`src/rtl/bot_motion_pkg.sv`:
```
// Shared encodings for the motion tracker: motion codes, compass headings,
// and the per-heading unit step used for location updates.
package bot_motion_pkg;

  typedef enum logic [2:0] {
    MOT_STOP   = 3'd0,
    MOT_FWD    = 3'd1,
    MOT_REV    = 3'd2,
    MOT_TURN_L = 3'd3,
    MOT_TURN_R = 3'd4,
    MOT_SPIN_L = 3'd5,
    MOT_SPIN_R = 3'd6
  } motion_e;

  typedef enum logic [2:0] {
    HEAD_N, HEAD_NE, HEAD_E, HEAD_SE, HEAD_S, HEAD_SW, HEAD_W, HEAD_NW
  } heading_e;

  // Two's-complement 8-bit steps so a plain add wraps mod 256.
  typedef struct packed {
    logic [7:0] dx;
    logic [7:0] dy;
  } step_t;

  localparam int IDLE_W = 12;

  function automatic step_t head_step(input logic [2:0] h);
    step_t s;
    s.dx = 8'h00;
    s.dy = 8'h00;
    case (heading_e'(h))
      HEAD_N:  s.dy = 8'h01;
      HEAD_NE: begin s.dx = 8'h01; s.dy = 8'h01; end
      HEAD_E:  s.dx = 8'h01;
      HEAD_SE: begin s.dx = 8'h01; s.dy = 8'hFF; end
      HEAD_S:  s.dy = 8'hFF;
      HEAD_SW: begin s.dx = 8'hFF; s.dy = 8'hFF; end
      HEAD_W:  s.dx = 8'hFF;
      HEAD_NW: begin s.dx = 8'hFF; s.dy = 8'h01; end
      default: ;
    endcase
    return s;
  endfunction

endpackage

```
`src/rtl/bot_motion_tracker_if.sv`:
```
// Wheel-position inputs and tracker outputs; master is the robot core side,
// slave is the tracker.
interface bot_motion_tracker_if;
  logic [7:0]  left_pos;
  logic [7:0]  right_pos;
  logic [2:0]  motion;
  logic [2:0]  heading;
  logic [7:0]  loc_x;
  logic [7:0]  loc_y;
  logic        upd;
  logic        delta_err;
  logic [15:0] odometer;

  modport master (
    output left_pos, right_pos,
    input  motion, heading, loc_x, loc_y, upd, delta_err, odometer
  );

  modport slave (
    input  left_pos, right_pos,
    output motion, heading, loc_x, loc_y, upd, delta_err, odometer
  );
endinterface

```
`src/rtl/bot_wheel_delta.sv`:
```
// Per-wheel delta decoder: compares the position counter against last cycle's
// value and flags a +1 step, a -1 step, or an illegal jump.
module bot_wheel_delta (
  input  logic       clk,
  input  logic [7:0] pos,
  output logic       inc,
  output logic       dec,
  output logic       err
);
  logic [7:0] prev_q, prev_d, delta;

  always_comb begin
    prev_d = pos;
    delta  = pos - prev_q;
    inc    = (delta == 8'h01);
    dec    = (delta == 8'hFF);
    err    = !(inc || dec || (delta == 8'h00));
  end

  // NOTE: prev follows pos every cycle, reset included, so it needs no reset
  // branch and the first post-reset cycle never sees a spurious delta.
  always_ff @(posedge clk) begin
    prev_q <= prev_d;
  end
endmodule

```
`src/rtl/bot_motion_tracker.sv`:
```
// Wheel-odometry tracker: classifies motion, keeps heading and X/Y location.
// Optional feature macro: BOT_ODOMETER_EN (saturating FWD/REV event counter).
module bot_motion_tracker
  import bot_motion_pkg::*;
#(
  parameter int         TURN_STEPS = 2,
  parameter logic [7:0] INIT_X     = 8'd128,
  parameter logic [7:0] INIT_Y     = 8'd128,
  parameter logic [2:0] INIT_HEAD  = 3'd0
) (
  input logic                  clk,
  input logic                  reset,
  bot_motion_tracker_if.slave  bus
);
  localparam int ACC_W = $clog2(TURN_STEPS + 1) + 2;
  localparam logic signed [ACC_W-1:0] ACC_ONE = ACC_W'(1);
  localparam logic signed [ACC_W-1:0] ACC_MAX = ACC_W'(TURN_STEPS);

  logic l_inc, l_dec, l_err, r_inc, r_dec, r_err;
  logic l_any, r_any, ev;
  motion_e ev_mot;
  step_t   st;

  motion_e motion_q, motion_d;
  logic [2:0] head_q, head_d;
  logic [7:0] loc_x_q, loc_x_d, loc_y_q, loc_y_d;
  logic upd_q, upd_d, err_q, err_d;
  logic signed [ACC_W-1:0] acc_q, acc_d, acc_step;
  logic [IDLE_W-1:0] since_q, since_d, since_inc, gap_q, gap_d;
  logic seen_q, seen_d, gap_ok_q, gap_ok_d;
  logic [IDLE_W+2:0] idle, stop_thr;

  bot_wheel_delta u_left  (.clk(clk), .pos(bus.left_pos),  .inc(l_inc), .dec(l_dec), .err(l_err));
  bot_wheel_delta u_right (.clk(clk), .pos(bus.right_pos), .inc(r_inc), .dec(r_dec), .err(r_err));

  always_comb begin
    // NOTE: every _d and temporary gets a value before any branch, so no
    // path through this block can infer a latch.
    motion_d = motion_q;
    head_d   = head_q;
    loc_x_d  = loc_x_q;
    loc_y_d  = loc_y_q;
    acc_d    = acc_q;
    since_d  = since_q;
    gap_d    = gap_q;
    seen_d   = seen_q;
    gap_ok_d = gap_ok_q;
    upd_d    = 1'b0;
    err_d    = err_q | l_err | r_err;
    acc_step = '0;
    st       = head_step(head_q);
    l_any    = l_inc | l_dec;
    r_any    = r_inc | r_dec;
    ev       = l_any | r_any;
    since_inc = (&since_q) ? since_q : since_q + IDLE_W'(1);
    // Idle time is since_q+1 cycles; STOP threshold is eight event gaps.
    idle     = {3'b000, since_q} + (IDLE_W + 3)'(1);
    stop_thr = {gap_q, 3'b000};

    ev_mot = MOT_STOP;
    if (l_inc && r_inc)                              ev_mot = MOT_FWD;
    else if (l_dec && r_dec)                         ev_mot = MOT_REV;
    else if (l_inc && r_dec)                         ev_mot = MOT_SPIN_R;
    else if (l_dec && r_inc)                         ev_mot = MOT_SPIN_L;
    else if ((l_inc && !r_any) || (!l_any && r_dec)) ev_mot = MOT_TURN_R;
    else if (ev)                                     ev_mot = MOT_TURN_L;

    if (ev) begin
      upd_d    = 1'b1;
      motion_d = ev_mot;
      since_d  = '0;
      seen_d   = 1'b1;
      if (seen_q) begin
        gap_d    = since_inc;
        gap_ok_d = 1'b1;
      end
      case (ev_mot)
        MOT_FWD: begin
          loc_x_d = loc_x_q + st.dx;
          loc_y_d = loc_y_q + st.dy;
          acc_d   = '0;
        end
        MOT_REV: begin
          loc_x_d = loc_x_q - st.dx;
          loc_y_d = loc_y_q - st.dy;
          acc_d   = '0;
        end
        MOT_SPIN_R: begin head_d = head_q + 3'd1; acc_d = '0; end
        MOT_SPIN_L: begin head_d = head_q - 3'd1; acc_d = '0; end
        MOT_TURN_R: begin
          // A turn against the accumulated direction restarts the count.
          acc_step = (acc_q < 0) ? ACC_ONE : acc_q + ACC_ONE;
          if (acc_step == ACC_MAX) begin
            head_d = head_q + 3'd1;
            acc_d  = '0;
          end else begin
            acc_d  = acc_step;
          end
        end
        MOT_TURN_L: begin
          acc_step = (acc_q > 0) ? -ACC_ONE : acc_q - ACC_ONE;
          if (acc_step == -ACC_MAX) begin
            head_d = head_q - 3'd1;
            acc_d  = '0;
          end else begin
            acc_d  = acc_step;
          end
        end
        default: ;
      endcase
    end else begin
      since_d = since_inc;
      if (gap_ok_q && (idle >= stop_thr)) motion_d = MOT_STOP;
    end
  end

  // NOTE: sequential state uses non-blocking assignments so every flop
  // samples the pre-edge values regardless of statement order.
  always_ff @(posedge clk) begin
    if (reset) begin
      motion_q <= MOT_STOP;
      head_q   <= INIT_HEAD;
      loc_x_q  <= INIT_X;
      loc_y_q  <= INIT_Y;
      upd_q    <= 1'b0;
      err_q    <= 1'b0;
      acc_q    <= '0;
      since_q  <= '0;
      gap_q    <= '0;
      seen_q   <= 1'b0;
      gap_ok_q <= 1'b0;
    end else begin
      motion_q <= motion_d;
      head_q   <= head_d;
      loc_x_q  <= loc_x_d;
      loc_y_q  <= loc_y_d;
      upd_q    <= upd_d;
      err_q    <= err_d;
      acc_q    <= acc_d;
      since_q  <= since_d;
      gap_q    <= gap_d;
      seen_q   <= seen_d;
      gap_ok_q <= gap_ok_d;
    end
  end

`ifdef BOT_ODOMETER_EN
  logic [15:0] odo_q, odo_d;

  always_comb begin
    odo_d = odo_q;
    if (ev && (ev_mot == MOT_FWD || ev_mot == MOT_REV) && (odo_q != 16'hFFFF))
      odo_d = odo_q + 16'd1;
  end

  always_ff @(posedge clk) begin
    if (reset) odo_q <= 16'h0000;
    else       odo_q <= odo_d;
  end

  assign bus.odometer = odo_q;
`else
  assign bus.odometer = 16'h0000;
`endif

  assign bus.motion    = motion_q;
  assign bus.heading   = head_q;
  assign bus.loc_x     = loc_x_q;
  assign bus.loc_y     = loc_y_q;
  assign bus.upd       = upd_q;
  assign bus.delta_err = err_q;
endmodule

```
`src/flat_wrapper.sv`:
```
// flat-port wrapper written by rule: the top's interface ports become plain ports
module bot_motion_tracker_flat import bot_motion_pkg::*;
#(
  parameter int         TURN_STEPS = 2,
  parameter logic [7:0] INIT_X     = 8'd128,
  parameter logic [7:0] INIT_Y     = 8'd128,
  parameter logic [2:0] INIT_HEAD  = 3'd0
)
  (clk, reset, bus_left_pos, bus_right_pos, bus_motion, bus_heading, bus_loc_x, bus_loc_y, bus_upd, bus_delta_err, bus_odometer);
  bot_motion_tracker_if bus_i ();
  input logic clk;
  input logic reset;
  input wire logic [$bits(bus_i.left_pos)-1:0] bus_left_pos;
  input wire logic [$bits(bus_i.right_pos)-1:0] bus_right_pos;
  output wire logic [$bits(bus_i.motion)-1:0] bus_motion;
  output wire logic [$bits(bus_i.heading)-1:0] bus_heading;
  output wire logic [$bits(bus_i.loc_x)-1:0] bus_loc_x;
  output wire logic [$bits(bus_i.loc_y)-1:0] bus_loc_y;
  output wire logic [$bits(bus_i.upd)-1:0] bus_upd;
  output wire logic [$bits(bus_i.delta_err)-1:0] bus_delta_err;
  output wire logic [$bits(bus_i.odometer)-1:0] bus_odometer;
  assign bus_i.left_pos = bus_left_pos;
  assign bus_i.right_pos = bus_right_pos;
  assign bus_motion = bus_i.motion;
  assign bus_heading = bus_i.heading;
  assign bus_loc_x = bus_i.loc_x;
  assign bus_loc_y = bus_i.loc_y;
  assign bus_upd = bus_i.upd;
  assign bus_delta_err = bus_i.delta_err;
  assign bus_odometer = bus_i.odometer;
  bot_motion_tracker #(.TURN_STEPS(TURN_STEPS), .INIT_X(INIT_X), .INIT_Y(INIT_Y), .INIT_HEAD(INIT_HEAD)) u_core (.clk(clk), .reset(reset), .bus(bus_i));
endmodule
```
`config.mk`:
```
export PLATFORM = sky130hd
export DESIGN_NAME = bot_motion_tracker_flat
export DESIGN_NICKNAME = d
export VERILOG_FILES = /design/src/rtl/bot_motion_pkg.sv /design/src/rtl/bot_motion_tracker_if.sv /design/src/rtl/bot_wheel_delta.sv /design/src/rtl/bot_motion_tracker.sv /design/src/flat_wrapper.sv
export SDC_FILE = /design/constraint.sdc
export NUM_CORES = 1
export LEC_CHECK = 0
export BUFFER_PORTS_ARGS = -buffer_cell sky130_fd_sc_hd__buf_2
export CAP_MARGIN = 20
export CORE_MARGIN = 2
export CORE_UTILIZATION = 38
export CTS_BUF_LIST = sky130_fd_sc_hd__clkbuf_4
export DETAILED_ROUTE_END_ITERATION = 16
export SETUP_SLACK_MARGIN = 0.4
export SLEW_MARGIN = 30
export SYNTH_ARGS = -nofsm -noshare
export SYNTH_HDL_FRONTEND = slang
export SYNTH_SLANG_ARGS = --single-unit
export TNS_END_PERCENT = 1
```
`constraint.sdc`:
```
create_clock -name clk -period 8.6 [get_ports clk]
set_clock_uncertainty 0.2 [all_clocks]
set_input_delay 1.72 -clock clk [delete_from_list [all_inputs] [get_ports clk]]
set_output_delay 1.72 -clock clk [all_outputs]
set_load 0.05 [all_outputs]
```
# After elaboration in Yosys (flattened, before gate mapping)
# Cells that the tools add are included.
# totals
reg_bits	70
elab_cells	110
output_inout_bits	40
# classes
n_eq_ne	21
reduce_logical	34
magnitude_cmp	3
muxes	22
addsub	12
bitwise	5
# ops
operator	count
$pmux W8 S2	4
$sub A8 B8 Y8	4
$mux W3	9
$eq A3 B3 Y1 const B	7
$add A8 B8 Y8	2
$eq A8 B1 Y1 const B	2
$eq A8 B8 Y1 const B	2
$logic_not A8 Y1	2
$mux W4	4
$ge A15 B15 Y1	1
$add A12 B1 Y13 const B	1
$add A12 B1 Y12 const B	1
$eq A3 B2 Y1 const B	4
$mux W12	1
$pmux W3 S4	1
$pmux W4 S3	1
$reduce_and A12 Y1	1
$reduce_or A3 Y1	4
$logic_and A1 B1 Y1	7
$eq A3 B1 Y1 const B	2
$reduce_and A2 Y1	3
$logic_or A1 B1 Y1	5
$or A1 B1 Y1	5
$add A4 B2 Y4 const B	1
18 further kinds	23

# Depth between registers and ports, before layout
# depth
word_depth	15
ltp_mapped	28

# By module
# A second synthesis with hierarchy kept.
# unflattened
hier_cells	602
area_unflattened_um2	4947.2
# by_module_without_submodules
mod	n_inst	seq_area_each_um2	cells_each	area_each_um2
bot_motion_tracker	1	1081.0	470	3796.1
bot_wheel_delta	2	160.2	66	575.6

# Worst setup path after synthesis
# OpenSTA, ideal clock, no wires.
# synth_path
path_type	input -> register
from	input port bus_left_pos[0]
to	register u_core.loc_x_q[7] (netlist: u_core.bus.loc_x[7])
setup_time_ps	72
cell_stages	26
slack_ps	1729
path_buffers	0
required_time_ps	8328
arrival_ps	6600
path_cell_list	inv_1 ha_1 inv_1 fa_1 a211oi_2 nor2_1 xor2_1 or4_1 or4_4 mux2_2 inv_1 ha_1 o21ai_2 xnor2_1 nand2_1 ha_1 nor2b_1 o21ai_0 a21oi_1 o21ai_0 a21oi_1 o21ai_0 o2111ai_1 a211oi_1 a31o_2 mux2i_1
# synth_via
elab_chain_cells	14
# synth_rtl
element	line_no	text
from (decl)	flat_wrapper.sv:13	input wire logic [$bits(bus_i.left_pos)-1:0] bus_left_pos;
$sub A8 B8 Y8 *	bot_wheel_delta.sv:14	delta = pos - prev_q;
$eq A8 B1 Y1 / $eq A8 B8 Y1 (equally long branches)	bot_wheel_delta.sv:15, bot_wheel_delta.sv:16	
$or A1 B1 Y1	bot_motion_tracker.sv:52	l_any = l_inc | l_dec;
$logic_not A1 Y1	bot_motion_tracker.sv:65	else if ((l_inc && !r_any) || (!l_any && r_dec)) ev_mot = MOT_TURN_R;
$logic_and A1 B1 Y1	bot_motion_tracker.sv:65	
$logic_or A1 B1 Y1	bot_motion_tracker.sv:65	
$mux W3	bot_motion_tracker.sv:65	
$mux W3	bot_motion_tracker.sv:64	else if (l_dec && r_inc) ev_mot = MOT_SPIN_L;
$mux W3	bot_motion_tracker.sv:63	else if (l_inc && r_dec) ev_mot = MOT_SPIN_R;
$mux W3	bot_motion_tracker.sv:62	else if (l_dec && r_dec) ev_mot = MOT_REV;
$mux W3	bot_motion_tracker.sv:61	if (l_inc && r_inc) ev_mot = MOT_FWD;
$eq A3 B1 Y1 / $eq A3 B2 Y1 (equally long branches)	bot_motion_tracker.sv:77	case (ev_mot)
$reduce_bool A2 Y1 (no source line)	-	
$reduce_and A2 Y1 (no source line)	-	
to (signal assigned)	bot_motion_tracker.sv:135	loc_x_q <= loc_x_d;
to (decl)	bot_motion_tracker.sv:26	logic [7:0] loc_x_q, loc_x_d, loc_y_q, loc_y_d;
# Mark *: on every way between the ends. The rest lies on a longest branch, timed or not.
# A chain may end at the register's enable or synchronous reset.

# Final worst setup path
# layout_path
from	input port bus_right_pos[0]
to	register u_core.loc_y_q[7] (netlist: u_core.bus.loc_y[7])
# layout_via
elab_chain_cells	14
# layout_rtl
element	line_no	text
from (decl)	flat_wrapper.sv:14	input wire logic [$bits(bus_i.right_pos)-1:0] bus_right_pos;
$sub A8 B8 Y8 *	bot_wheel_delta.sv:14	
$eq A8 B1 Y1 / $eq A8 B8 Y1 (equally long branches)	bot_wheel_delta.sv:15, bot_wheel_delta.sv:16	
$or A1 B1 Y1	bot_motion_tracker.sv:53	r_any = r_inc | r_dec;
$logic_not A1 Y1	bot_motion_tracker.sv:65	
$logic_and A1 B1 Y1	bot_motion_tracker.sv:65	
$logic_or A1 B1 Y1	bot_motion_tracker.sv:65	
$mux W3	bot_motion_tracker.sv:65	
$mux W3	bot_motion_tracker.sv:64	
$mux W3	bot_motion_tracker.sv:63	
$mux W3	bot_motion_tracker.sv:62	
$mux W3	bot_motion_tracker.sv:61	
$eq A3 B1 Y1 / $eq A3 B2 Y1 (equally long branches)	bot_motion_tracker.sv:77	
$reduce_bool A2 Y1 (no source line)	-	
$reduce_and A2 Y1 (no source line)	-	
to (signal assigned)	bot_motion_tracker.sv:136	loc_y_q <= loc_y_d;
to (decl)	bot_motion_tracker.sv:26	
# Marked as above.

==> summary.md <==
| Metric | Value |
|---|---|
| Outcome | finished clean |
| Unrepaired setup endpoints after global routing | no |
| Post-DR vias/cell | a little under 5 |
| Initial antenna violation count | 0 |
| Synth Register Bits | 70 |
| Mapped Cells | 566 |
| Largest net degree at the start of global routing | 46 |
| DIE HEIGHT | approximately 120 um |
| Top sig layer | met4 |
| WL/cell | between 10 and 15 um |
| Initial core utilization | 39.0% |
| Cell Area, Synth | between 0.004 and 0.005 mm2 |
| CTS Sinks | 70 |
| Grt ovf | 0 |
| Crit Path Max Fanout | 8 |
| Hold EP | u_core.bus.loc_y[4]$_SDFFE_PP0P_ |
| Buffers on Ports | 41 |
| Die Wd | ~120 um |
| Fin. Hold Viols | 0 |
| Max-cap violation count | 0 |
| Final setup violation count | 0 |
| Post-Synth Simple-Gate Area | about a fifth |
| R2R depth | 24 |
| Largest family of logic cells by synthesized area | simple AND/OR/NAND/NOR gates |
| Hold path depth | 2 |
| Total power | 0.676 mW |
| Synth unique cells | 67 |
| Post-synth EDFFs | 0 |
| Max clock buf depth | 2 |
| Num rows | 40 |
| Root buffer cell | clkbuf_4 |
| FFs w/ async S/R, synth | 0% |
| Global-route wire length before repair | about 17000 um |
| Slew headroom | about two fifths |
| Seq/Total Area, Yosys | slightly below 30% |
| Area delta synth->final | 9.23% |
| Req. time, crit path | roughly 8800 ps |
| Met2 WL | approximately 4500 um |
| DP HPWL | between 7000 and 8000 um |
| Main synth FF type | dfxtp_1 |
| Antenna diode count | 0 |
| Total CTS buffers | 9 |
| Design Area, Final | ~0.0051 mm2 |
| Mux share of post-synthesis cell area | between 2 and 2.5% |
| Max-slew violations | 0 |
| Peak VDD IR | just over 0.04 mV |
| Worst-path clk slew | 130 ps |
| Clock Latency Late Sink | ~460 ps |
| Share of cells above drive strength 1 | roughly an eighth |
| Post-CTS Setup Bufs | 0 |
| Final wirelength | 9820 um |
| Final nets | slightly below 700 |
| Leak | approximately 2.2 nW |
| Cell Pwr Density | approximately 130 mW/mm2 |
| Synth Area in Compound Gates | between 10% and 20% |
| Vias after detailed routing | ~3900 |
| Fin Setup TNS | 0 ps |
| Worst-margin pin slew | between 800 and 900 ps |
| Crit path DAT | between 7000 and 8000 ps |
| GP Congestion | a little over 0.8 |
| Die ar. | between 0.01 and 0.015 mm2 |
| Worst r2r src | u_core.u_right.prev_q[0]$_DFF_P_ |
| Fmax achieved | around 0.14 GHz |
| RR Endpoint | u_core.bus.loc_y[7]$_SDFFE_PP1P_ |
| Post-DRT Antenna Nets | 0 |
| WL met3 | 367 um |
| CORE AREA | 0.0121 mm2 |
| Critical path capture point type | register |
| H-tree depth | 3 |
| Tightest Hold Check Type | register to register |
| Met1 wire length | approximately 4800 um |
| Number of global-route vias before repair | approximately 3700 |
| Fin crit period | just over 7000 ps |
| Placed instance area | between 0.004 and 0.005 mm2 |
| Adder-cell share of the synthesized area | between 10% and 20% |
| Post-CTS Hold Buffers | 0 |
| Worst setup path category | primary input to register |
| Startpoint types | primary input |
| CTS tree | built |
| # resized after CTS | 0 |
| Synth Area in XOR/XNOR | 6.15% |
| Total GRT Usage | 16.0% |
| Flop2flop setup slack | 2490 ps |
| Final Cycle Share | 83.7% |
| Post-Syn Area per Cell | 8.31 um2 |
| YS warnings | 0 |
| Starting DRT DRC Count | roughly 210 |
| Hold path startpoint | u_core.bus.loc_y[4]$_SDFFE_PP0P_ |
| Initial DRT Pass Iterations | 4 |
| DRC Markers | 0 |
| Fillers | about 1200 |
| I/O pin cnt | a little under 60 |
==> worst max path at each step <==
stage	startpoint	depth (start not counted)	to
3_3_place_gp	bus_left_pos[0]	27	u_core.bus.loc_x[7]$_SDFFE_PP1P_
5_1_grt	bus_right_pos[0]	26	u_core.bus.loc_y[7]$_SDFFE_PP1P_
2_1_floorplan	bus_left_pos[0]	26	u_core.bus.loc_x[7]$_SDFFE_PP1P_
4_1_cts	bus_right_pos[0]	26	u_core.bus.loc_y[7]$_SDFFE_PP1P_
3_5_place_dp	bus_right_pos[0]	26	u_core.bus.loc_y[7]$_SDFFE_PP1P_
6_report	bus_right_pos[0]	26	u_core.bus.loc_y[7]$_SDFFE_PP1P_
==> logic make-up (layout without fill, tap and decap cells) <==
family                   after synthesis  after routing
buffers and inverters                 92            120
other                                  1             16
flip-flops                            70             70
AND/OR/NAND/NOR                      181            181
AO/OA/AOI/OAI                        119            119
XOR/XNOR                              33             33
multiplexers                          11             11
adder cells (fa/ha/maj)               59             59
==> cell usage in the layout (no fill, tap or decap), drive strengths merged, types with 4 or more instances in the layout <==
master / synthesis / routed
nand4: 6 / 6
nor2: 73 / 73
xor2: 15 / 15
nor2b: 10 / 10
ha: 55 / 55
o31ai: 5 / 5
and3: 6 / 6
o21ai: 18 / 18
mux2i: 8 / 8
xnor2: 18 / 18
buf: 22 / 43
o211a: 4 / 4
clkbuf: 9 / 9
fa: 4 / 4
conb: 1 / 16
a211oi: 17 / 17
clkinv: 0 / 6
nor4: 4 / 4
nand3b: 5 / 5
nor3: 9 / 9
a31oi: 4 / 4
o21a: 5 / 5
inv: 61 / 61
nand2: 30 / 30
nand3: 19 / 19
dfxtp: 70 / 70
a21oi: 40 / 40
==> report_power, final <==
group | total, mW | leakage, nW | internal, mW | switching (mW)
clock | 0.220 | 0.0798 | 0.0893 | 0.131
sequential | 0.336 | 0.571 | 0.331 | 0.00437
combinational | 0.120 | 1.58 | 0.0425 | 0.0779
total | 0.676 | 2.23 | 0.463 | 0.213
==> through the flow <==
step | worst slack [ps] | hold slack (ps) | instances | utilization, %
after floorplan | 1730 | 241 | 581 | -
after global placement | 1180 | 258 | 761 | 41.4
after detailed placement | 940 | 270 | 761 | 41.4
after CTS | 1440 | 290 | 777 | 42.6
after global routing | 741 | 306 | 777 | 42.6
final | 1400 | 284 | 777 | 42.6
==> layer usage <==
metal,up-vias,track usage (%)
met5,-,0
met2,69,25.9
met3,13,3.16
met4,0,7.55
li1,2001,-
met1,1772,20.5
==> synth_stat cells (all sizes together) (4+ instances only) <==
master,n,area [um2]
nor2,73,290
nor4,4,25.0
inv,61,229
xnor2,18,158
a31oi,4,25.0
a21oi,40,200
o211a,4,40.0
clkbuf,9,33.8
nand3,19,95.1
nor2b,10,62.6
o31ai,5,42.5
buf,22,161
fa,4,80.1
and3,6,37.5
o21ai,18,93.8
nor3,9,56.3
xor2,15,131
mux2i,8,80.1
nand4,6,37.5
a211oi,17,133
ha,55,688
o21a,5,37.5
nand3b,5,37.5
nand2,30,115
dfxtp,70,1400
==> state kept, by name, summed over array words and instances (netlist names) <==
name,count
u_core.u_right.prev_q,8
u_core.gap_q,12
u_core.bus.delta_err,1
u_core.bus.loc_x,8
u_core.seen_q,1
u_core.gap_ok_q,1
u_core.bus.heading,3
u_core.bus.motion,3
u_core.bus.loc_y,8
u_core.u_left.prev_q,8
u_core.acc_q,4
u_core.since_q,12
u_core.bus.upd,1
==> area by class of cell <==
class	count	area, um2	share of cell area (%)
clock buffer	9	67.6	1.32
tap	168	210	4.09
sequential	70	1400	27.3
clock inverter	7	75.1	1.46
inverter	61	229	4.46
multi-input combinational	419	2930	57.1
timing repair buffer	43	220	4.29
==> worst max-delay path: stages <==
cell and delay, ps:
buf_2 100, inv_1 70, ha_1 140, inv_1 40, fa_1 390, a211oi_1 290
nor2_1 100, xnor2_1 150, nor4_1 330, nand4bb_1 360, xnor2_1 390, mux2_2 270
inv_1 70, ha_1 250, o21ai_2 120, mux2i_1 720, ha_1 360, nor2b_1 130
o21ai_0 210, a21oi_1 120, o21ai_0 250, a21oi_1 140, o21ai_0 210, and3_1 180
mux2i_1 80, mux2i_1 150
(Power assumes the default switching activity.)
